**src/rtl/falafel_pkg.sv**
```systemverilog
// Shared constants for the falafel response path.
package falafel_pkg;
   localparam int DATA_W = 8;
endpackage

```
**src/rtl/falafel_resp_fifo.sv**
```systemverilog
// Show-ahead response FIFO with sticky overflow/underflow flags and synchronous flush.
// Status outputs decode only from the registered occupancy count.
module falafel_resp_fifo #(
   parameter int DATA_W   = falafel_pkg::DATA_W,
   parameter int DEPTH    = 8,
   parameter int AF_LEVEL = DEPTH - 2
) (
   input  logic                     clk_i,
   input  logic                     rst_ni,
   input  logic                     push_i,
   input  logic [DATA_W-1:0]        din_i,
   output logic                     full_o,
   output logic                     almost_full_o,
   input  logic                     read_i,
   output logic                     empty_o,
   output logic [DATA_W-1:0]        dout_o,
   input  logic                     flush_i,
   output logic [$clog2(DEPTH):0]   count_o,
   input  logic                     err_clr_i,
   output logic                     overflow_o,
   output logic                     underflow_o
);

   localparam int PTR_W = $clog2(DEPTH);
   localparam int CNT_W = PTR_W + 1;
   localparam logic [CNT_W-1:0] DEPTH_C = CNT_W'(DEPTH);
   localparam logic [CNT_W-1:0] AF_C    = CNT_W'(AF_LEVEL);
   localparam logic [CNT_W-1:0] CNT_ONE = CNT_W'(1);
   localparam logic [PTR_W-1:0] PTR_ONE = PTR_W'(1);

   logic [DATA_W-1:0] mem_q [DEPTH];
   logic [PTR_W-1:0]  wr_ptr_q, wr_ptr_d;
   logic [PTR_W-1:0]  rd_ptr_q, rd_ptr_d;
   logic [CNT_W-1:0]  count_q, count_d;
   logic              ovf_q, ovf_d;
   logic              unf_q, unf_d;

   logic full_s, empty_s, push_ok_s, pop_ok_s, ovf_evt_s, unf_evt_s;

   // Accept decisions, next-state pointers, count and sticky flags
   always_comb begin
      full_s    = (count_q == DEPTH_C);
      empty_s   = (count_q == {CNT_W{1'b0}});
      push_ok_s = push_i && !full_s;
      pop_ok_s  = read_i && !empty_s;
      // Errors are only raised for requests that flush does not override.
      ovf_evt_s = !flush_i && push_i && full_s;
      unf_evt_s = !flush_i && read_i && empty_s;

      wr_ptr_d = wr_ptr_q;
      rd_ptr_d = rd_ptr_q;
      count_d  = count_q;

      if (flush_i) begin
         wr_ptr_d = {PTR_W{1'b0}};
         rd_ptr_d = {PTR_W{1'b0}};
         count_d  = {CNT_W{1'b0}};
      end else begin
         if (push_ok_s) begin
            wr_ptr_d = wr_ptr_q + PTR_ONE;
         end else begin
            wr_ptr_d = wr_ptr_q;
         end
         if (pop_ok_s) begin
            rd_ptr_d = rd_ptr_q + PTR_ONE;
         end else begin
            rd_ptr_d = rd_ptr_q;
         end
         case ({push_ok_s, pop_ok_s})
            2'b10:   count_d = count_q + CNT_ONE;
            2'b01:   count_d = count_q - CNT_ONE;
            default: count_d = count_q;
         endcase
      end

      ovf_d = (ovf_q && !err_clr_i) || ovf_evt_s;
      unf_d = (unf_q && !err_clr_i) || unf_evt_s;
   end

   // Control state register
   always_ff @(posedge clk_i or negedge rst_ni) begin
      if (!rst_ni) begin
         wr_ptr_q <= {PTR_W{1'b0}};
         rd_ptr_q <= {PTR_W{1'b0}};
         count_q  <= {CNT_W{1'b0}};
         ovf_q    <= 1'b0;
         unf_q    <= 1'b0;
      end else begin
         wr_ptr_q <= wr_ptr_d;
         rd_ptr_q <= rd_ptr_d;
         count_q  <= count_d;
         ovf_q    <= ovf_d;
         unf_q    <= unf_d;
      end
   end

   // Storage array; deliberately not reset
   always_ff @(posedge clk_i) begin
      if (!flush_i && push_ok_s) begin
         mem_q[wr_ptr_q] <= din_i;
      end
   end

   assign full_o        = full_s;
   assign empty_o       = empty_s;
   assign almost_full_o = (count_q >= AF_C);
   assign count_o       = count_q;
   assign dout_o        = mem_q[rd_ptr_q];
   assign overflow_o    = ovf_q;
   assign underflow_o   = unf_q;

endmodule

```
**config.mk**
```make
export PLATFORM = sky130hd
export DESIGN_NAME = falafel_resp_fifo
export DESIGN_NICKNAME = d
export VERILOG_FILES = /design/src/rtl/falafel_pkg.sv /design/src/rtl/falafel_resp_fifo.sv
export SDC_FILE = /design/constraint.sdc
export NUM_CORES = 1
export LEC_CHECK = 0
export ABC_CLOCK_PERIOD_IN_PS = 3000
export CAP_MARGIN = 20
export CORE_MARGIN = 3
export CORE_UTILIZATION = 30
export CTS_BUF_LIST = sky130_fd_sc_hd__clkbuf_8
export CTS_CLUSTER_SIZE = 12
export DETAILED_ROUTE_END_ITERATION = 16
export MAX_ROUTING_LAYER = met4
export PLACE_DENSITY_LB_ADDON = 0.2
export SYNTH_ARGS = -nofsm -noshare
export SYNTH_HDL_FRONTEND = slang
export SYNTH_SLANG_ARGS = --single-unit
```
**constraint.sdc**
```tcl
create_clock -name clk_i -period 3 [get_ports clk_i]
set_input_delay 0.45 -clock clk_i [delete_from_list [all_inputs] [get_ports clk_i]]
set_output_delay 0.45 -clock clk_i [all_outputs]
set_load 0.02 [all_outputs]
```
Yosys cells after proc, flatten, opt, wreduce, memory -nomap -nowiden

Memory sizes are Yosys's and may differ from the RTL's.
Cells that the tools add are included.

Add/sub/neg operators: 4
$lt $le $gt $ge: 1
Eq/ne operators: 3
Multiplexer cells: 8
Reductions and logical operators: 19

Operators with widths:

| operator                                                          | number |
|---|---|
| two-way mux 3 bit                                                 | 4 |
| logical AND 1 bit                                                 | 9 |
| one-hot mux 4 bit (2 select lines)                                | 1 |
| adder 3 x 1 -> 3 bit, second input constant                       | 2 |
| adder 4 x 1 -> 4 bit, second input constant                       | 1 |
| == test 4 bit, second input constant                              | 1 |
| greater-or-equal comparator 4 x 3 -> 1 bit, second input constant | 1 |
| logical NOT 1 bit                                                 | 4 |
| logical NOT 4 bit                                                 | 1 |
| two-way mux 4 bit                                                 | 1 |
| nonzero test 2 bit                                                | 2 |
| subtractor 4 x 1 -> 4 bit, second input constant                  | 1 |
| nonzero test 3 bit                                                | 1 |
| == test 2 x 1 -> 1 bit, second input constant                     | 1 |
| == test 2 bit, second input constant                              | 1 |
| logical OR 1 bit                                                  | 2 |
| two-way mux 1 bit                                                 | 2 |

Flip-flop bits (word level): 12
RAM bits: 64
Input bits: 14
Output and inout port bits: 17
Memories kept: 1

Memory list:

| memory | words | width | read ports | clocked after memory_dff | write ports | line                    | text |
|---|---|---|---|---|---|---|---|
| mem_q  | 8     | 8     | 1          | 0                        | 1           | falafel_resp_fifo.sv:31 | `logic [DATA_W-1:0] mem_q [DEPTH];` |

Depth between registers and ports, before layout

Gate-level depths: netlist of the first run.

Word-level depth: 6
Depth in mapped cells: 9

Worst setup path before layout of the first run

Ideal clock, no wire load.

Path type: reg2reg
Start: register count_q[1], in the netlist count_o[1]
End: register count_q[3], in the netlist count_o[3]
Data arrival time: 2494 ps
Slack: 412 ps
Cell stages (with the launch flop): 10
Cells stage by stage: dfrtp_1 > buf_6 > or4_1 > nand2_1 > nor2_1 > ha_1 > a31o_2 > a41oi_2 > mux2i_1 > a211oi_1

Longest elaborated chain between the ends: 6
Elaborated cells between the ends (all ways): 13
Classes of those cells: 2 x add/sub; 3 x eq/ne; 2 x mux; 6 x reduce/logical

RTL lines:

| what                                                    | line                                             | text |
|---|---|---|
| start: declaration                                      | falafel_resp_fifo.sv:34                          | `logic [CNT_W-1:0] count_q, count_d;` |
| start signal: assignment                                | falafel_resp_fifo.sv:85                          | `count_q <= {CNT_W{1'b0}};` |
| start signal: assignment                                | falafel_resp_fifo.sv:91                          | `count_q <= count_d;` |
| == test 4 bit or logical NOT 4 bit (tied branches)      | falafel_resp_fifo.sv:42, falafel_resp_fifo.sv:43 |  |
| logical NOT 1 bit, on equally long branches             | falafel_resp_fifo.sv:44, falafel_resp_fifo.sv:45 |  |
| logical AND 1 bit, on equally long branches             | falafel_resp_fifo.sv:44, falafel_resp_fifo.sv:45 |  |
| == test 2 x 1 -> 1 bit or == test 2 bit (tied branches) | falafel_resp_fifo.sv:69                          | `case ({push_ok_s, pop_ok_s})` |
| one-hot mux 4 bit (2 select lines)                      | falafel_resp_fifo.sv:69                          |  |
| two-way mux 4 bit                                       | falafel_resp_fifo.sv:54                          | `if (flush_i) begin` |

Several ways; a longest one is shown, not always the timed one.
A chain may end at the register's enable or synchronous reset.

Worst setup path after layout of the first run

Start: register rd_ptr_q[0]
End: output dout_o[4]

Longest elaborated chain between the ends: 1

RTL lines:

| what                     | line                    | text |
|---|---|---|
| start: declaration       | falafel_resp_fifo.sv:33 | `logic [PTR_W-1:0] rd_ptr_q, rd_ptr_d;` |
| start signal: assignment | falafel_resp_fifo.sv:84 | `rd_ptr_q <= {PTR_W{1'b0}};` |
| start signal: assignment | falafel_resp_fifo.sv:90 | `rd_ptr_q <= rd_ptr_d;` |
| memory read (8 x 8 bit)  | --                      |  |
| end: declaration         | falafel_resp_fifo.sv:16 | `output logic [DATA_W-1:0] dout_o,` |

Every way passes these cells.

==> results of run 1 <==
==> flip-flops by register name, summed over array words and instances, names as in the netlist <==
signal       count
overflow_o       1
mem_q           64
rd_ptr_q         3
underflow_o      1
count_o          4
wr_ptr_q         3
==> metal layers <==
layer / track usage, % / vias to the layer above
met5: - / -
met4: 5.08 / 0
met3: 3.05 / 9
met2: 16.3 / 35
met1: 16.6 / 855
li1: - / 814
==> final cells by class <==
type                            instances  area share [%]
Clock buffer                            9            3.10
Tap cell                              136            4.26
Clock inverter                          7            3.10
Sequential cell                        76            55.6
Inverter                                7           0.657
Timing Repair Buffer                   45            10.3
Multi-Input combinational cell         93            23.0
==> cell families (layout without fill, tap and decap cells) <==
kind of cell               count (synthesis)  count (layout)  share of synthesized area (%)
adders and majority gates                  4               4                           1.55
muxes                                     28              28                           15.2
AOI/OAI and AO/OA                         13              13                           3.69
xor gates and xnor gates                   6               6                           1.63
and+or+nand+nor                           42              42                           6.41
DFF                                       76              76                           68.9
buffers and inverters                     17              68                           2.56
==> critical path, delay by kind of cell (launching register included) <==
family / cells / cell delay, ps
buffers and inverters: 2 / 770
flip-flops: 1 / 350
multiplexers: 2 / 820
==> metrics by stage <==
step	hold WS, ps	cells	cell area (sq um)	power [mW]	util, %
global placement	521	357	3750	2.43	36.2
global route	496	373	4000	3.53	38.5
detailed placement	506	357	3750	2.43	36.2
floorplan	154	186	3220	2.06	-
CTS	477	373	4000	3.39	38.5
finish	468	373	4000	3.34	38.5
==> where the power goes <==
group          switching, mW  internal [mW]  leakage, nW
Sequential            0.0654           1.22        0.739
Combinational          0.542          0.559        0.526
Clock                  0.393          0.560        0.125
Total                   1.00           2.34         1.39
==> Yosys cell counts, types with 2 or more instances <==
library cell / n
buf_6: 2
clkbuf_1: 4
dfrtp_1: 12
mux4_2: 16
inv_1: 6
edfxtp_1: 64
nand2b_1: 3
nand2_1: 9
o21ai_0: 2
o32ai_1: 2
mux2_2: 8
a21oi_1: 3
buf_2: 3
nand3_1: 4
mux2i_1: 4
nor2_1: 14
nor3_1: 4
xor2_1: 5
ha_1: 4
==> worst paths after layout <==
check                             from     endpoint  slack [ps]  cells past startpoint
setup reg to reg            count_o[0]   count_o[3]         370                      8
setup / recovery           rd_ptr_q[0]    dout_o[4]         260                      4
hold / removal                  rst_ni   count_o[3]         470                      1
hold reg to reg             overflow_o   overflow_o         540                      2
min in group clk_i          overflow_o   overflow_o         540                      2
max in group asynchronous       rst_ni  rd_ptr_q[0]        2150                      1
==> impl_metrics.py, run 1 <==
metrics = {
    "cts": {
        "postCtsHoldBufs": 0,
        "cts-resized-gates": 0,
        "cts_max_level": 3,
        "post_cts_buffers": 0,
        "clockRootBuffer": "clkbuf_8",
        "clockBufferDepth": 2,
        "cts_buffers": 9,
        "clk_pin_slew_worst_paths_ps": 80,
        "clk_latency_ps": 350,
        "clkSinkCount": 76,
        "cts_tree": "done",
    },
    "power": {
        "ir_drop_mv": 0.278,
        "powerDensity_nw_per_um2": 836,
        "power.leakage_nw": 1.39,
    },
    "worst_setup_path": {
        "path_class": "flip-flop to output port",
        "cp-end-kind": "output port",
        "crit_arrival_ps": 2290,
        "start_kind": "flip-flop",
        "cpPeakStageDelay_ps": 540,
        "cp_max_fo": 10,
        "cp.required_ps": 2550,
        "crit_slowest_cell": "clkdlybuf4s50_1",
        "path_cells": "buf_4 > mux4_2 > mux2_2 > clkdlybuf4s50_1",
    },
    "final_layout": {
        "syn_to_final_growth_pct": 24.0,
        "multi_input_area_sq_um": 918,
        "nFillCells": 977,
        "diodes": 0,
        "fin_nets": 250,
        "drive_gt1_share_pct": 24.9,
        "layout_common_cells": "edfxtp_1, clkdlybuf4s50_1, mux4_2",
        "seqCellArea_sq_um": 2220,
        "final_common_cell": "edfxtp_1",
    },
    "timing": {
        "fmaxAchievable_mhz": 365,
        "fin_crit_ps": 2740,
        "rsz0062_at_grt": "false",
        "hold_violations": 0,
        "setup_viol": 0,
        "fin_skew_ps": 7.15,
        "slew_viol_final": 0,
        "setup-tns-final_ps": 0,
        "slew_headroom_pct": 61.1,
        "timing.final.ws_setup_ps": 262,
        "post-route-period-util_pct": 91.3,
        "worst_slew_pin_slew_ps": 582,
    },
    "global_route": {
        "grt_max_degree": 17,
        "track_usage_pct": 11.9,
        "antenna_found_initial": 0,
        "grt_pass1_vias": 1766,
        "grt_pass1_wl_um": 9850,
        "grt.overflow.total": 0,
    },
    "synthesis": {
        "synth-seq-area-share_pct": 68.9,
        "synth_top_area_cell": "edfxtp_1",
        "synth_nets": 204,
        "synthCells": 186,
        "synth_cell_types": 36,
        "yosys_warnings": 0,
        "synth_edf_count": 64,
        "async_reset_ff_share_pct": 15.8,
        "netlist_top_cells_area": "edfxtp_1, mux4_2, dfrtp_1",
        "ys_ff_latch": 76,
        "syn_area_sq_um": 3220,
        "netlist.area_leader.share_pct": 59.6,
        "synth_ff_type": "edfxtp_1",
        "avgSynthCellArea_sq_um": 17.3,
    },
    "drt": {
        "route.detailed.drc": 0,
        "wl_met1_um": 3090,
        "drtIter0Drc": 90,
        "vias_per_cell": 4.59,
        "dr_wl_met2_um": 2730,
        "wirelength_um": 6180,
        "dr_wl_met3_um": 242,
        "dr.pass1.iters": 4,
        "dr_total_vias": 1713,
        "wl_per_cell_um": 16.6,
        "highest_layer": "met4",
        "ant_nets": 0,
    },
    "flow_run": {
        "cap_violations": 0,
    },
    "floorplan": {
        "die_area_sq_um": 12000,
        "die_h_um": 110,
        "core_sq_um": 10400,
        "io_pins": 31,
        "die_x_um": 110,
        "initial_core_util_pct": 31.1,
        "rows": 37,
    },
    "placed_design": {
        "io_buffers": 30,
        "routabilityCongestion": 0.736,
        "dpl_worst_slack_ps": 373,
        "dpl.hpwl_um": 3900,
    },
    "outcome": {
        "run_status": "complete, no violations",
    },
    "worst_hold_path": {
        "hp-class": "primary input to asynchronous set/reset pin",
    },
}
Power figures use the tool's default switching activity.
==> run 2: changes to the inputs <==
Settings changed: CAP_MARGIN 20 to default.
==> results of run 2 <==
Same layout as run 1: the final DEF is identical, and so are final timing and power.
